File: src/rtl/rv64_decode_pkg.sv
// Shared definitions for the RV64IM decode stage.
//  - alu_op_e : ALU op codes consumed by the execute stage.
//  - OPC_*    : base RISC-V major opcodes (inst[6:0]).
//  - decoded_t: one decoded instruction bundle.
//  - state_e  : occupancy of the output/skid register pair.
package rv64_decode_pkg;

  localparam int         XLEN       = 64;
  localparam logic [7:0] ILLEGAL_OP = 8'hFF;

  localparam logic [6:0] OPC_LOAD      = 7'b0000011;
  localparam logic [6:0] OPC_OP_IMM    = 7'b0010011;
  localparam logic [6:0] OPC_AUIPC     = 7'b0010111;
  localparam logic [6:0] OPC_OP_IMM_32 = 7'b0011011;
  localparam logic [6:0] OPC_STORE     = 7'b0100011;
  localparam logic [6:0] OPC_OP        = 7'b0110011;
  localparam logic [6:0] OPC_LUI       = 7'b0110111;
  localparam logic [6:0] OPC_OP_32     = 7'b0111011;
  localparam logic [6:0] OPC_BRANCH    = 7'b1100011;
  localparam logic [6:0] OPC_JALR      = 7'b1100111;
  localparam logic [6:0] OPC_JAL       = 7'b1101111;
  localparam logic [6:0] OPC_SYSTEM    = 7'b1110011;

  typedef enum logic [7:0] {
    OP_ADD = 8'd0, OP_SUB = 8'd1, OP_XOR = 8'd2, OP_OR = 8'd3, OP_AND = 8'd4,
    OP_SLL = 8'd5, OP_SRL = 8'd6, OP_SRA = 8'd7, OP_SLT = 8'd8, OP_SLTU = 8'd9,
    OP_MUL = 8'd10, OP_MULH = 8'd11, OP_MULHSU = 8'd12, OP_MULHU = 8'd13,
    OP_DIV = 8'd14, OP_DIVU = 8'd15, OP_REM = 8'd16, OP_REMU = 8'd17,
    OP_ADDI = 8'd18, OP_XORI = 8'd19, OP_ORI = 8'd20, OP_ANDI = 8'd21,
    OP_SLLI = 8'd22, OP_SRLI = 8'd23, OP_SRAI = 8'd24, OP_SLTI = 8'd25, OP_SLTIU = 8'd26,
    OP_ADDIW = 8'd29, OP_SLLIW = 8'd30, OP_SRLIW = 8'd31, OP_SRAIW = 8'd32,
    OP_ADDW = 8'd33, OP_SUBW = 8'd34, OP_SLLW = 8'd35, OP_SRLW = 8'd36, OP_SRAW = 8'd37,
    OP_MULW = 8'd38, OP_DIVW = 8'd39, OP_DIVUW = 8'd40, OP_REMW = 8'd41, OP_REMUW = 8'd42,
    OP_SB = 8'd43, OP_SH = 8'd44, OP_SW = 8'd45, OP_SD = 8'd46,
    OP_BEQ = 8'd47, OP_BNE = 8'd48, OP_BLT = 8'd49, OP_BGE = 8'd50, OP_BLTU = 8'd51, OP_BGEU = 8'd52,
    OP_JAL = 8'd53, OP_JALR = 8'd54, OP_LUI = 8'd55, OP_AUIPC = 8'd56,
    OP_ECALL = 8'd57, OP_EBREAK = 8'd58,
    OP_LB = 8'd59, OP_LH = 8'd60, OP_LW = 8'd61, OP_LBU = 8'd62, OP_LHU = 8'd63,
    OP_LWU = 8'd64, OP_LD = 8'd65,
    OP_ILLEGAL = ILLEGAL_OP
  } alu_op_e;

  typedef struct packed {
    alu_op_e         op;
    logic [4:0]      rd;
    logic [4:0]      rs1;
    logic [4:0]      rs2;
    logic [XLEN-1:0] imm;
    logic [XLEN-1:0] shamt;
    logic [XLEN-1:0] pc;
    logic            rd_we;
    logic            illegal;
  } decoded_t;

  typedef enum logic [1:0] {ST_EMPTY, ST_ONE, ST_FULL} state_e;

  // Value presented on the outputs while nothing has been decoded yet.
  function automatic decoded_t idle_bundle();
    decoded_t b;
    b    = '0;
    b.op = OP_ILLEGAL;
    return b;
  endfunction

endpackage

File: src/rtl/rv64_decode_stage_decoder.sv
// rv64_inst_decoder: purely combinational RV64IM instruction decoder.
//  inst : raw 32-bit instruction word
//  pc   : PC of inst, passed through
//  dec  : decoded bundle (op, register indices, immediate, shamt, pc, rd_we, illegal)
// Register index fields are always the raw inst fields; the immediate is
// forced to zero for R-type and undecodable words.
module rv64_inst_decoder
  import rv64_decode_pkg::*;
(
  input  logic [31:0]     inst,
  input  logic [XLEN-1:0] pc,
  output decoded_t        dec
);

  logic [6:0]      opcode;
  logic [2:0]      f3;
  logic [6:0]      f7;
  logic [XLEN-1:0] imm_i, imm_s, imm_b, imm_j, imm_lui, imm_auipc;
  alu_op_e         op;
  logic [XLEN-1:0] imm;
  logic            no_wb;
  logic            illegal;
  logic            w_form;

  assign opcode    = inst[6:0];
  assign f3        = inst[14:12];
  assign f7        = inst[31:25];
  assign imm_i     = {{(XLEN-12){inst[31]}}, inst[31:20]};
  assign imm_s     = {{(XLEN-12){inst[31]}}, inst[31:25], inst[11:7]};
  assign imm_b     = {{(XLEN-13){inst[31]}}, inst[31], inst[7], inst[30:25], inst[11:8], 1'b0};
  assign imm_j     = {{(XLEN-21){inst[31]}}, inst[31], inst[19:12], inst[20], inst[30:21], 1'b0};
  assign imm_lui   = {{(XLEN-32){inst[31]}}, inst[31:12], 12'b0};
  // AUIPC immediate stays unshifted; execute applies the << 12.
  assign imm_auipc = {{(XLEN-20){inst[31]}}, inst[31:12]};
  assign w_form    = (opcode == OPC_OP_IMM_32) || (opcode == OPC_OP_32);

  // NOTE: every variable written here gets a default first, so no path can leave it unassigned and infer a latch.
  always_comb begin
    op    = OP_ILLEGAL;
    imm   = '0;
    no_wb = 1'b0;
    case (opcode)
      OPC_OP: begin
        case (f7)
          7'b0000000: case (f3)
            3'd0: op = OP_ADD;  3'd1: op = OP_SLL; 3'd2: op = OP_SLT; 3'd3: op = OP_SLTU;
            3'd4: op = OP_XOR;  3'd5: op = OP_SRL; 3'd6: op = OP_OR;  default: op = OP_AND;
          endcase
          7'b0100000: if (f3 == 3'd0) op = OP_SUB; else if (f3 == 3'd5) op = OP_SRA;
          7'b0000001: case (f3)
            3'd0: op = OP_MUL; 3'd1: op = OP_MULH; 3'd2: op = OP_MULHSU; 3'd3: op = OP_MULHU;
            3'd4: op = OP_DIV; 3'd5: op = OP_DIVU; 3'd6: op = OP_REM;    default: op = OP_REMU;
          endcase
          default: ;
        endcase
      end
      OPC_OP_IMM: begin
        imm = imm_i;
        case (f3)
          3'd0: op = OP_ADDI; 3'd2: op = OP_SLTI; 3'd3: op = OP_SLTIU;
          3'd4: op = OP_XORI; 3'd6: op = OP_ORI;  3'd7: op = OP_ANDI;
          // RV64 shifts take a 6-bit shamt, so only inst[31:26] selects the op.
          3'd1: if (inst[31:26] == 6'b000000) op = OP_SLLI;
          default: begin
            if (inst[31:26] == 6'b000000)      op = OP_SRLI;
            else if (inst[31:26] == 6'b010000) op = OP_SRAI;
          end
        endcase
      end
      OPC_OP_IMM_32: begin
        imm = imm_i;
        // Full funct7 match: a set inst[25] (shamt >= 32) is illegal for W shifts.
        case (f3)
          3'd0: op = OP_ADDIW;
          3'd1: if (f7 == 7'b0000000) op = OP_SLLIW;
          3'd5: begin
            if (f7 == 7'b0000000)      op = OP_SRLIW;
            else if (f7 == 7'b0100000) op = OP_SRAIW;
          end
          default: ;
        endcase
      end
      OPC_OP_32: begin
        case (f7)
          7'b0000000: case (f3)
            3'd0: op = OP_ADDW; 3'd1: op = OP_SLLW; 3'd5: op = OP_SRLW; default: ;
          endcase
          7'b0100000: if (f3 == 3'd0) op = OP_SUBW; else if (f3 == 3'd5) op = OP_SRAW;
          7'b0000001: case (f3)
            3'd0: op = OP_MULW; 3'd4: op = OP_DIVW; 3'd5: op = OP_DIVUW;
            3'd6: op = OP_REMW; 3'd7: op = OP_REMUW; default: ;
          endcase
          default: ;
        endcase
      end
      OPC_STORE: begin
        imm   = imm_s;
        no_wb = 1'b1;
        case (f3)
          3'd0: op = OP_SB; 3'd1: op = OP_SH; 3'd2: op = OP_SW; 3'd3: op = OP_SD; default: ;
        endcase
      end
      OPC_BRANCH: begin
        imm   = imm_b;
        no_wb = 1'b1;
        case (f3)
          3'd0: op = OP_BEQ; 3'd1: op = OP_BNE;  3'd4: op = OP_BLT;
          3'd5: op = OP_BGE; 3'd6: op = OP_BLTU; 3'd7: op = OP_BGEU; default: ;
        endcase
      end
      OPC_LOAD: begin
        imm = imm_i;
        case (f3)
          3'd0: op = OP_LB;  3'd1: op = OP_LH;  3'd2: op = OP_LW; 3'd3: op = OP_LD;
          3'd4: op = OP_LBU; 3'd5: op = OP_LHU; 3'd6: op = OP_LWU; default: ;
        endcase
      end
      OPC_JAL:   begin op = OP_JAL;   imm = imm_j;     end
      OPC_JALR:  begin imm = imm_i; if (f3 == 3'd0) op = OP_JALR; end
      OPC_LUI:   begin op = OP_LUI;   imm = imm_lui;   end
      OPC_AUIPC: begin op = OP_AUIPC; imm = imm_auipc; end
      OPC_SYSTEM: begin
        imm   = imm_i;
        no_wb = 1'b1;
        if (inst == 32'h0000_0073)      op = OP_ECALL;
        else if (inst == 32'h0010_0073) op = OP_EBREAK;
      end
      default: ;
    endcase
  end

  assign illegal     = (op == OP_ILLEGAL);
  assign dec.op      = op;
  assign dec.rd      = inst[11:7];
  assign dec.rs1     = inst[19:15];
  assign dec.rs2     = inst[24:20];
  assign dec.imm     = illegal ? '0 : imm;
  assign dec.shamt   = w_form ? {{(XLEN-5){1'b0}}, inst[24:20]} : {{(XLEN-6){1'b0}}, inst[25:20]};
  assign dec.pc      = pc;
  assign dec.rd_we   = !illegal && !no_wb && (inst[11:7] != 5'd0);
  assign dec.illegal = illegal;

endmodule

File: src/rtl/rv64_decode_stage.sv
// rv64_decode_stage: pipelined RV64IM decode stage with registered output
// and a one-entry skid buffer.
//  clk, rst_n            : clock, asynchronous active-low reset
//  flush                 : drop every held/in-flight word (branch redirect)
//  in_valid/in_ready     : fetch handshake; in_ready is a pure register decode
//  in_inst, in_pc        : instruction word and its PC
//  out_valid/out_ready   : execute handshake
//  out_op..out_illegal   : decoded bundle, stable while stalled
module rv64_decode_stage
  import rv64_decode_pkg::*;
(
  input  logic            clk,
  input  logic            rst_n,
  input  logic            flush,
  input  logic            in_valid,
  output logic            in_ready,
  input  logic [31:0]     in_inst,
  input  logic [XLEN-1:0] in_pc,
  output logic            out_valid,
  input  logic            out_ready,
  output logic [7:0]      out_op,
  output logic [4:0]      out_rd,
  output logic [4:0]      out_rs1,
  output logic [4:0]      out_rs2,
  output logic [XLEN-1:0] out_imm,
  output logic [XLEN-1:0] out_shamt,
  output logic [XLEN-1:0] out_pc,
  output logic            out_rd_we,
  output logic            out_illegal
);

  state_e   state_q, state_d;
  decoded_t dec, out_q, skid_q;
  logic     in_xfer, out_xfer;
  logic     load_out_dec, load_out_skid, load_skid;

  rv64_inst_decoder u_decoder (
    .inst (in_inst),
    .pc   (in_pc),
    .dec  (dec)
  );

  // Both handshake outputs decode the state register only, so in_ready never
  // sees out_ready combinationally.
  assign out_valid = (state_q != ST_EMPTY);
  assign in_ready  = (state_q != ST_FULL);
  assign in_xfer   = in_valid && in_ready;
  assign out_xfer  = out_valid && out_ready;

  always_comb begin
    state_d       = state_q;
    load_out_dec  = 1'b0;
    load_out_skid = 1'b0;
    load_skid     = 1'b0;
    if (flush) begin
      state_d = ST_EMPTY;
    end else begin
      case (state_q)
        ST_EMPTY: if (in_xfer) begin state_d = ST_ONE; load_out_dec = 1'b1; end
        ST_ONE: begin
          if (in_xfer && out_xfer) begin
            load_out_dec = 1'b1;
          end else if (in_xfer) begin
            state_d   = ST_FULL;
            load_skid = 1'b1;
          end else if (out_xfer) begin
            state_d = ST_EMPTY;
          end
        end
        ST_FULL: if (out_xfer) begin state_d = ST_ONE; load_out_skid = 1'b1; end
        default: state_d = ST_EMPTY;
      endcase
    end
  end

  // NOTE: sequential state uses non-blocking assignments so every flop samples pre-edge values.
  always_ff @(posedge clk or negedge rst_n) begin
    if (!rst_n) begin
      state_q <= ST_EMPTY;
      out_q   <= idle_bundle();
    end else begin
      state_q <= state_d;
      if (load_out_dec)       out_q <= dec;
      else if (load_out_skid) out_q <= skid_q;
    end
  end

  // NOTE: skid data has no reset; it is only read after being written, and state_q alone marks it occupied.
  always_ff @(posedge clk) begin
    if (load_skid) skid_q <= dec;
  end

  assign out_op      = out_q.op;
  assign out_rd      = out_q.rd;
  assign out_rs1     = out_q.rs1;
  assign out_rs2     = out_q.rs2;
  assign out_imm     = out_q.imm;
  assign out_shamt   = out_q.shamt;
  assign out_pc      = out_q.pc;
  assign out_rd_we   = out_q.rd_we;
  assign out_illegal = out_q.illegal;

endmodule

File: config.mk
export PLATFORM = sky130hd
export DESIGN_NAME = rv64_decode_stage
export DESIGN_NICKNAME = d
export VERILOG_FILES = /design/src/rtl/rv64_decode_pkg.sv /design/src/rtl/rv64_decode_stage_decoder.sv /design/src/rtl/rv64_decode_stage.sv
export SDC_FILE = /design/constraint.sdc
export NUM_CORES = 1
export LEC_CHECK = 0
export BUFFER_PORTS_ARGS = -buffer_cell sky130_fd_sc_hd__buf_2
export CORE_MARGIN = 1
export CORE_UTILIZATION = 54
export DETAILED_ROUTE_END_ITERATION = 8
export PLACE_DENSITY_LB_ADDON = 0.05
export SETUP_SLACK_MARGIN = 0.5
export SLEW_MARGIN = 5
export SYNTH_ARGS = -nofsm -noshare
export SYNTH_HDL_FRONTEND = slang
export SYNTH_SLANG_ARGS = --single-unit
export TNS_END_PERCENT = 50
File: constraint.sdc
create_clock -name clk -period 11.68 [get_ports clk]
set_clock_uncertainty 0.2 [all_clocks]
set_input_delay 1.168 -clock clk [delete_from_list [all_inputs] [get_ports clk]]
set_output_delay 1.168 -clock clk [all_outputs]
set_load 0.01 [all_outputs]
Word-level counts from Yosys, hierarchy flattened
Index checks and enable logic that the tools add are counted.

Register bits: 436. Input bits: 101. Word-level logic and storage cells: 117.

Multiplexer cells: 48. Equality and inequality tests: 32. Reductions and logical operators: 18.

Operator list (count): $mux 217 (2); $pmux 64 s6 (1); $pmux 8 s7 (2); $mux 8 (13); $pmux 8 s12 (1); $pmux 8 s3 (4); $mux 64 (1); $pmux 8 s6 (1); $pmux 8 s5 (1); $eq 7x6->1 const B (5); $pmux 5 s7 (1); $eq 32x21->1 const B (1); $eq 32x7->1 const B (1); $pmux 8 s4 (1); $eq 7x7->1 const B (4); $pmux 4 s7 (1); $eq 7x5->1 const B (3); $eq 3x3->1 const B (4); $mux 2 (6); $mux 1 (10); $ne 3x3->1 const B (3); $eq 8x8->1 const B (1); $eq 7x1->1 const B (1); $eq 7x2->1 const B (1); other kinds (22) (29).

Longest topological paths before layout
Gate-level depths: netlist (run 1).

Word-level depth: 10. Mapped depth: 13. Depth with buffers taken out: 8.

By module
A second synthesis (run 1) with hierarchy kept.

Cells, all modules: 1456. Area, all modules: 20688.6 sq um.

By module, submodules not included: rv64_decode_stage (cells each 938, times used 1, area an instance 17342.9 sq um, sequential area each 12006.5 sq um); rv64_inst_decoder (cells each 518, times used 1, area an instance 3345.7 sq um, sequential area each 0.0 sq um).

Worst setup path after synthesis (run 1)
No wires, ideal clock.

Kind: input -> register. From: in flush. To: reg skid_q[0] in the netlist's numbering (enable). Data required time: 10726 ps. Stages: 1. Setup slack: 1134 ps. Data arrival time: 9592 ps. Path buffers: 0. Cell sequence: nor3_1.

Longest elaborated chain between the ends: 1.

Ends and longest elaborated chain: start: declaration (RTL line rv64_decode_stage.sv:14) `input logic flush,`; $mux 1 (RTL line rv64_decode_stage.sv:55) `if (flush) begin`; end signal: assignment (RTL line rv64_decode_stage.sv:90) `if (load_skid) skid_q <= dec;`; end: declaration (RTL line rv64_decode_stage.sv:33) `decoded_t dec, out_q, skid_q;`.

No other way between the ends. A chain may end at the register's enable or synchronous reset.

==> flow_metrics.py, run 1 <==
metrics = {
    "synth": {
        "synth_area_leaders": "edfxtp_1, dfrtp_1, nand2_1",
        "yosysSeqAreaShare": 0.528,
        "ys_seq_elements": 246,
        "synth_area_leader_cell": "edfxtp_1",
        "synth-main-ff-cell": "edfxtp_1",
        "netlist.area_leader.share": 0.285,
        "synth_edf_count": 122,
        "syn-instance-count": 1261,
        "synth-async-reset-ratio": 0.504,
        "ys_warn_count": 0,
        "avgSynthCellArea_sq_um": 10.2,
        "synth_cell_types": 79,
        "synth_area_sq_mm": 0.0128,
    },
    "placement": {
        "pre_cts_ws_ps": 7170,
        "gp_congestion": 0.945,
        "io_buffers": 261,
        "dpl_cell_area_sq_mm": 0.0138,
        "dp_hpwl_um": 25000,
    },
    "floorplanning": {
        "dieArea_sq_mm": 0.0244,
        "ioPinCount": 320,
        "initial_core_util": 0.549,
        "die_y_um": 156,
        "die_w_um": 156,
        "core_area_sq_mm": 0.0234,
        "rows": 56,
    },
    "clock_network": {
        "cts_tree": "built",
        "clk_latency_ps": 530,
        "htreeDepth": 1,
        "cts_hold_buf": 0,
        "cts_resized": 0,
        "root_buffer": "clkbuf_16",
        "clock-sinks": 246,
        "clk_pin_slew_ps": 60,
        "cts_buffer_depth": 3,
        "numCtsBuffers": 26,
        "cts_setup_buffers": 0,
    },
    "hold_path": {
        "hold_path.class": "reg2reg",
    },
    "critical_path": {
        "crit_type": "in2reg",
        "endpoint_kind": "flip-flop",
        "cpMaxStageDelayCell": "o21a_1",
        "crit_buf_inv": 1,
        "path_max_fanout": 34,
        "cpLargestDelayFamily": "simple AND/OR/NAND/NOR gates",
        "arrival_ps": 3970,
        "cp_cell_sequence": "buf_2, or3_1, or4_4, nor3_2, o21a_1, nand3_1",
        "critPathRequiredTime_ps": 11640,
        "max_stage_delay_ps": 960,
        "cp-start-kind": "input pin",
    },
    "run": {
        "maxCapViolCount": 0,
    },
    "final_layout": {
        "layout_commonest_cell": "buf_2",
        "area_growth_pct": 14.2,
        "nets": 1539,
        "final_cell_mix": "buf_2, nand2_1, edfxtp_1",
        "design_area_sq_mm": 0.0147,
        "antenna_cells": 0,
        "drive_gt1_frac": 0.251,
    },
    "timing": {
        "rsz0062_at_grt": "false",
        "fin_ws_ps": 7670,
        "hold_viol": 0,
        "finalCriticalPeriod_ps": 4010,
        "worstMarginPinSlew_ps": 1210,
        "slew_headroom": 0.195,
        "timing.fmax_mhz": 249,
        "maxSlewViolCount": 0,
        "hold_ws_ps": 259,
        "setup_viol": 0,
        "fin_crit_sh": 0.344,
        "fin_setup_tns_ps": 0,
    },
    "global_route": {
        "grt_pass1_wl_um": 57000,
        "grt_pass1_vias": 9712,
        "grt_max_degree": 79,
        "use_met1": 0.431,
        "antenna_found_initial": 0,
        "grt_usage": 0.304,
        "grt_overflow": 0,
        "use_met2": 0.484,
        "use_met3": 0.0471,
        "busiest_layer": "met2",
    },
    "detailed_routing": {
        "vias": 10500,
        "drt_pre_antenna_iters": 6,
        "viasPerCell": 5.95,
        "totalWireLength_um": 37900,
        "drc": 0,
        "first_iter_violations": 1032,
        "post_drt_wl_per_cell_um": 21.4,
        "ant_nets": 0,
    },
    "pwr": {
        "p_per_area_mw_per_mm2": 152,
        "p_sw_frac": 0.281,
        "clkPwrFrac": 0.362,
        "ir_worst_vdd_uv": 99.7,
        "internal_power_mw": 1.61,
        "power_frac_comb": 0.174,
        "p_seq_frac": 0.464,
        "power_mw": 2.23,
        "p_switching_mw": 0.628,
        "p_leak_nw": 6.34,
    },
    "outcome": {
        "status": "finished clean",
    },
}
-- routing by layer --
layer  part of all wire  up-vias
met5                  0        -
met4              0.022        0
met3              0.071       57
met2               0.48      466
met1               0.42     5180
li1                   -     4843
-- through the flow --
step	utilization	instances
4_1_cts	0.627	1771
2_1_floorplan	-	1318
3_3_place_gp	0.591	1723
3_5_place_dp	0.591	1723
6_report	0.627	1771
5_1_grt	0.627	1771
-- synth_stat cells (6+ instances only) --
cell type and number:
o21ai_0 20, o2bb2ai_1 26, a31oi_1 10, inv_1 11, edfxtp_1 122, nand2b_1 10, o31ai_1 10, a32oi_1 14
nand4_1 8, a211oi_1 13, a22oi_1 83, o211a_1 14, a22o_1 13, nand3_1 16, buf_2 22, buf_4 96
clkbuf_1 60, mux2i_1 25, o211ai_1 10, dfstp_2 8, buf_1 12, nor2_1 50, ha_1 6, o22ai_1 16
a21oi_1 39, nor2b_1 8, and2_1 6, and3_1 9, nand3b_1 12, dfrtp_1 116, nor4_1 8, nand2_1 254
nor3_1 35
-- layout make-up --
class	count	area, sq um
clock buffers	39	791
clock inverters	9	51.3
fillers	2027	8740
inverters	12	45.0
multi-input cells	867	5160
flip-flops and latches	246	6780
well taps	319	399
repair buffers	279	1440
-- state kept, by name (all words and copies together), names as in the netlist --
signal	flops
out_illegal	1
out_imm	32
out_op	8
out_pc	64
out_rd	5
out_rd_we	1
out_rs1	5
out_rs2	4
out_shamt	2
skid_q	122
state_q	2
-- power groups by stage --
| stage | Sequential [mW] | Clock (mW) | Combinational [mW] |
|---|---|---|---|
| after floorplan | 1.09 | 0 | 0.204 |
| after global placement | 1.05 | 0 | 0.384 |
| after detailed placement | 1.05 | 0 | 0.387 |
| after CTS | 1.04 | 0.820 | 0.390 |
| after global routing | 1.05 | 0.854 | 0.429 |
| final | 1.04 | 0.808 | 0.390 |
-- tightest hold or removal path: stages, from the launching register on --
cell and delay [ps]:
edfxtp_1 320, a22oi_1 60, nand2_1 50
-- path summary, 6_finish.rpt --
kind / endpoint / cells past startpoint / slack [ps] / from
max: skid_q[211] / 6 / 7670 / in_inst[12]
min: out_pc[20] / 2 / 260 / skid_q[22]
max reg2reg: out_pc[26] / 7 / 8130 / state_q[0]
min reg2reg: out_pc[20] / 2 / 260 / skid_q[22]
max in group asynchronous: out_pc[52] / 2 / 9260 / rst_n
min in group asynchronous: out_pc[10] / 1 / 510 / rst_n
-- logic make-up (layout without fill, tap and decap cells) --
| kind of cell | count (synthesis) | in the layout | synth area share |
|---|---|---|---|
| fa+ha+maj | 6 | 6 | 0.00584 |
| other cells | 1 | 58 | 0.000292 |
| flops | 246 | 246 | 0.528 |
| simple gates | 457 | 457 | 0.168 |
| buf+inv | 205 | 339 | 0.0919 |
| xor+xnor | 3 | 3 | 0.00205 |
| compound gates | 316 | 316 | 0.184 |
| mux | 27 | 27 | 0.0212 |
(Power assumes the default switching activity.)
==> run 2: changes to the inputs <==
==> constraint.sdc (replaced) <==
create_clock -name clk -period 4.07 [get_ports clk]
set_clock_uncertainty 0.2 [all_clocks]
set_input_delay 0.407 -clock clk [delete_from_list [all_inputs] [get_ports clk]]
set_output_delay 0.407 -clock clk [all_outputs]
set_load 0.01 [all_outputs]
==> flow_metrics.py, run 2 (synthesized netlist as in run 1, its figures left out) <==
metrics = {
    "global_route": {
        "grt_overflow": 0,
        "grt_pass1_wl_um": 61200,
        "antenna_found_initial": 1,
        "grt_usage": 0.326,
        "grt_max_degree": 71,
        "grt_pass1_vias": 10700,
    },
    "final_layout": {
        "area_growth_pct": 22.0,
        "largest_reg_flops": 122,
        "fin_cells": 1865,
        "layout_commonest_cell": "buf_2",
        "n_fill_cell": 1836,
        "drive_gt1_frac": 0.242,
        "nets": 1632,
        "final_cell_mix": "buf_2, nand2_1, edfxtp_1",
        "max_flop_register": "skid_q",
        "antenna_cells": 0,
    },
    "clock_network": {
        "cts_buffer_depth": 3,
        "root_buffer": "clkbuf_16",
        "clk_latency_ps": 540,
        "clock-sinks": 246,
        "clk_pin_slew_ps": 60,
        "numCtsBuffers": 27,
        "cts_setup_buffers": 0,
        "htreeDepth": 1,
        "cts_tree": "built",
    },
    "timing": {
        "hold_viol": 0,
        "worstMarginPinSlew_ps": 960,
        "setup_viol": 0,
        "fin_ws_ps": 1280,
        "timing.fmax_mhz": 359,
        "finalCriticalPeriod_ps": 2790,
        "slew_headroom": 0.360,
        "rsz0062_at_grt": "false",
        "fin_crit_sh": 0.684,
        "maxSlewViolCount": 0,
    },
    "placement": {
        "io_buffers": 261,
        "placedCellCount": 1738,
        "dp_hpwl_um": 25800,
        "pre_cts_ws_ps": 827,
        "gp_congestion": 0.958,
    },
    "critical_path": {
        "cp-start-kind": "input pin",
        "arrival_ps": 3050,
        "rr_worst_depth": 7,
        "crit_type": "in2reg",
        "r2r_end": "out_illegal",
        "reg2reg_slack_ps": 1380,
        "rr_startpoint": "state_q[1]",
        "critPathRequiredTime_ps": 4330,
        "endpoint_kind": "flip-flop",
        "path_max_fanout": 44,
    },
    "detailed_routing": {
        "vias": 11100,
        "post_drt_wl_per_cell_um": 21.7,
        "viasPerCell": 5.96,
        "first_iter_violations": 1220,
        "totalWireLength_um": 40400,
        "drc": 0,
        "ant_nets": 0,
        "drt_pre_antenna_iters": 8,
    },
    "floorplanning": {
        "core_area_sq_mm": 0.0234,
        "initial_core_util": 0.549,
        "rows": 56,
        "dieArea_sq_mm": 0.0244,
        "die_y_um": 156,
        "ioPinCount": 320,
        "die_w_um": 156,
    },
    "pwr": {
        "p_per_area_mw_per_mm2": 427,
        "ir_worst_vdd_uv": 310,
        "p_leak_nw": 6.78,
    },
    "hold_path": {
        "hold_start": "in_inst[7]",
        "hold-path-endpoint": "skid_q[204]",
        "hold_path.class": "in2reg",
        "holdPathStages": 1,
    },
    "run": {
        "maxCapViolCount": 0,
    },
    "outcome": {
        "status": "finished clean",
    },
}
## run 2: per-layer routing
metal  global-route usage  part of all wire  routed length (um)  up-vias
met5                    0                 0                   0        -
met4                0.108             0.029                1150        0
met3               0.0540             0.082                3310       72
met2                0.534              0.48               19200      555
met1                0.439              0.41               16700     5450
li1                     -                 -                   -     5033
## run 2: layout make-up
cell class | count | area, sq um | share of cell area
sequential | 246 | 6780 | 0.433
multi-input combinational | 867 | 5170 | 0.330
timing repair buffer | 371 | 2360 | 0.151
clock buffer | 38 | 757 | 0.0483
tap | 319 | 399 | 0.0255
clock inverter | 12 | 151 | 0.00966
inverter | 12 | 45.0 | 0.00288
## run 2: critical path, cell delays in order
cell	delay [ps]
dlygate4sd3_1	560
buf_2	190
nor4bb_4	360
buf_4	470
buf_4	530
nand2_1	110
nand3_1	120
o21ai_0	100
o22ai_1	170
## run 2: power by group
group          total (mW)  switching, mW  internal [mW]  leakage [nW]
Combinational        1.21          0.738          0.472          3.75
Clock                2.50           1.01           1.49         0.446
Sequential           2.98          0.132           2.85          2.58
Total                6.69           1.88           4.82          6.78
## run 2: what timing repair did
item | in CTS | in global routing
hold buffers | 77 | 0
setup endpoints to repair | 0 | 0
hold endpoints to repair | 205 | 0
resized for setup | 0 | 0
## run 2: stage by stage
| stage | util | cell area (sq um) | hold slack [ps] | power [mW] | TNS, ps |
|---|---|---|---|---|---|
| floorplan | - | 13100 | -88.6 | 3.70 | -7900 |
| global placement | 0.598 | 14000 | 241 | 4.13 | 0 |
| detailed placement | 0.598 | 14000 | 246 | 4.15 | 0 |
| CTS | 0.669 | 15700 | 24.8 | 6.69 | 0 |
| global route | 0.669 | 15700 | 22.6 | 6.94 | 0 |
| finish | 0.669 | 15700 | 39.2 | 6.69 | 0 |
## run 2: how the worst max path moves through the flow
stage	from	end	slack, ps	cells after the start
finish	flush	out_imm[14]	1280	9
global route	flush	out_imm[14]	1140	9
CTS	flush	out_imm[14]	1290	9
detailed placement	in_inst[14]	out_imm[22]	830	10
global placement	in_inst[14]	out_imm[26]	800	10
floorplan	state_q[1]	skid_q[0]	-60	2
==> run 3: changes to the inputs <==
==> constraint.sdc (replaced) <==
create_clock -name clk -period 2.74 [get_ports clk]
set_clock_uncertainty 0.2 [all_clocks]
set_input_delay 0.274 -clock clk [delete_from_list [all_inputs] [get_ports clk]]
set_output_delay 0.274 -clock clk [all_outputs]
set_load 0.01 [all_outputs]
==> flow_metrics.py, run 3 (synthesized netlist as in run 1, its figures left out) <==
metrics = {
    "clock_network": {
        "htreeDepth": 1,
        "cts_buffer_depth": 3,
        "root_buffer": "clkbuf_16",
        "clk_latency_ps": 530,
        "numCtsBuffers": 25,
        "clk_pin_slew_ps": 60,
        "clock-sinks": 246,
        "cts_tree": "built",
    },
    "placement": {
        "dpl_cell_area_sq_mm": 0.0147,
        "gp_congestion": 0.918,
        "io_buffers": 261,
        "pre_cts_ws_ps": -8.48,
        "dp_hpwl_um": 27300,
    },
    "detailed_routing": {
        "viasPerCell": 5.90,
        "first_iter_violations": 995,
        "vias": 11500,
        "ant_nets": 0,
        "totalWireLength_um": 41800,
        "drc": 0,
        "post_drt_wl_per_cell_um": 21.4,
        "drt_pre_antenna_iters": 5,
    },
    "critical_path": {
        "endpoint_kind": "flip-flop",
        "crit_type": "in2reg",
        "critPathRequiredTime_ps": 2950,
        "reg2reg_slack_ps": 560,
        "arrival_ps": 2410,
        "critPathCapture": "out_imm[0]",
        "r2r_end": "out_imm[0]",
        "rr_startpoint": "state_q[0]",
        "cp-start-kind": "input pin",
        "path_max_fanout": 17,
        "cp-startpoint": "out_ready",
        "rr_worst_depth": 7,
    },
    "final_layout": {
        "largest_reg_flops": 122,
        "layout_commonest_cell": "buf_2",
        "area_growth_pct": 29.0,
        "n_fill_cell": 1779,
        "final_cell_mix": "buf_2, nand2_1, edfxtp_1",
        "max_flop_register": "skid_q",
        "nets": 1720,
        "drive_gt1_frac": 0.284,
        "design_area_sq_mm": 0.0166,
    },
    "floorplanning": {
        "die_w_um": 156,
        "ioPinCount": 320,
        "dieArea_sq_mm": 0.0244,
        "die_y_um": 156,
        "core_area_sq_mm": 0.0234,
        "rows": 56,
        "initial_core_util": 0.549,
    },
    "global_route": {
        "grt_overflow": 0,
        "antenna_found_initial": 1,
        "grt_usage": 0.328,
        "grt_pass1_vias": 10800,
        "grt_pass1_wl_um": 61600,
        "grt_max_degree": 72,
    },
    "timing": {
        "slew_headroom": 0.572,
        "worstMarginPinSlew_ps": 633,
        "fin_crit_sh": 0.805,
        "fin_ws_ps": 534,
        "finalCriticalPeriod_ps": 2210,
        "hold_viol": 0,
        "timing.fmax_mhz": 453,
        "maxSlewViolCount": 0,
        "setup_viol": 0,
        "rsz0062_at_grt": "true",
    },
    "pwr": {
        "ir_worst_vdd_uv": 418,
        "internal_power_mw": 6.92,
        "p_seq_frac": 0.459,
        "p_sw_frac": 0.283,
        "clkPwrFrac": 0.342,
        "p_switching_mw": 2.74,
        "p_leak_nw": 7.27,
        "power_frac_comb": 0.198,
        "p_per_area_mw_per_mm2": 583,
    },
    "outcome": {
        "status": "finished clean",
    },
    "hold_path": {
        "hold_path.class": "in2reg",
    },
    "run": {
        "maxCapViolCount": 0,
    },
}
[run 3: cell type report]
cell class                      instances  area, sq um  area share
Sequential cell                       246         6780       0.409
Multi-Input combinational cell        868         5210       0.314
Timing Repair Buffer                  460         3340       0.202
Clock buffer                           41          757      0.0457
Tap cell                              319          399      0.0241
Inverter                               12         45.0     0.00272
Clock inverter                          4         36.3     0.00219
Antenna cell                            2         5.00    0.000302
[run 3: through the flow]
| stage | util | instances | power (mW) | hold slack, ps | setup TNS [ps] |
|---|---|---|---|---|---|
| floorplan | - | 1318 | 5.50 | -222 | -170670 |
| global placement | 0.627 | 1807 | 6.22 | 138 | -1520 |
| detailed placement | 0.627 | 1807 | 6.25 | 135 | -8.48 |
| CTS | 0.700 | 1939 | 9.64 | 1.52 | 0 |
| global route | 0.708 | 1951 | 10.0 | 25.5 | 0 |
| finish | 0.708 | 1952 | 9.66 | 36.1 | 0 |
[run 3: worst min path at each step]
| stage | start | cells after the start | to | slack [ps] |
|---|---|---|---|---|
| after floorplan | rst_n | 0 | out_illegal | -220 |
| after global placement | rst_n | 1 | out_pc[33] | 140 |
| after detailed placement | rst_n | 1 | out_pc[33] | 130 |
| after CTS | in_inst[21] | 2 | skid_q[195] | 2 |
| after global routing | in_inst[21] | 2 | skid_q[195] | 30 |
| final | in_inst[24] | 2 | skid_q[70] | 40 |
[run 3: what timing repair did]
action                                  in CTS  in global routing
gates resized for setup                      3                 14
endpoints found under the setup margin      92                141
hold buffers                                81                  0
cloned                                       3                  2
hold endpoints to repair                   193                  0
setup buffers                                3                  9
pin swaps                                    2                  2
[run 3: worst max-delay path: stages]
cell	delay, ps
dlygate4sd3_1	560
buf_4	160
nor4bb_4	320
buf_6	190
buf_12	180
mux2_2	360
o22ai_2	160
nor2_1	60
o2bb2ai_1	140
[run 3: power groups by stage]
stage               Combinational (mW)  Clock [mW]  Sequential (mW)
global placement                  1.73           0             4.49
finish                            1.92        3.31             4.44
detailed placement                1.75           0             4.50
floorplan                        0.872           0             4.63
global route                      2.08        3.49             4.47
CTS                               1.86        3.34             4.43
[run 3: metal layers]
metal / global-route usage / vias up / share of wire
met3: 0.0629 / 87 / 0.080
met2: 0.530 / 542 / 0.47
li1: - / 5208 / -
met5: 0 / - / 0
met4: 0.124 / 0 / 0.036
met1: 0.438 / 5686 / 0.41
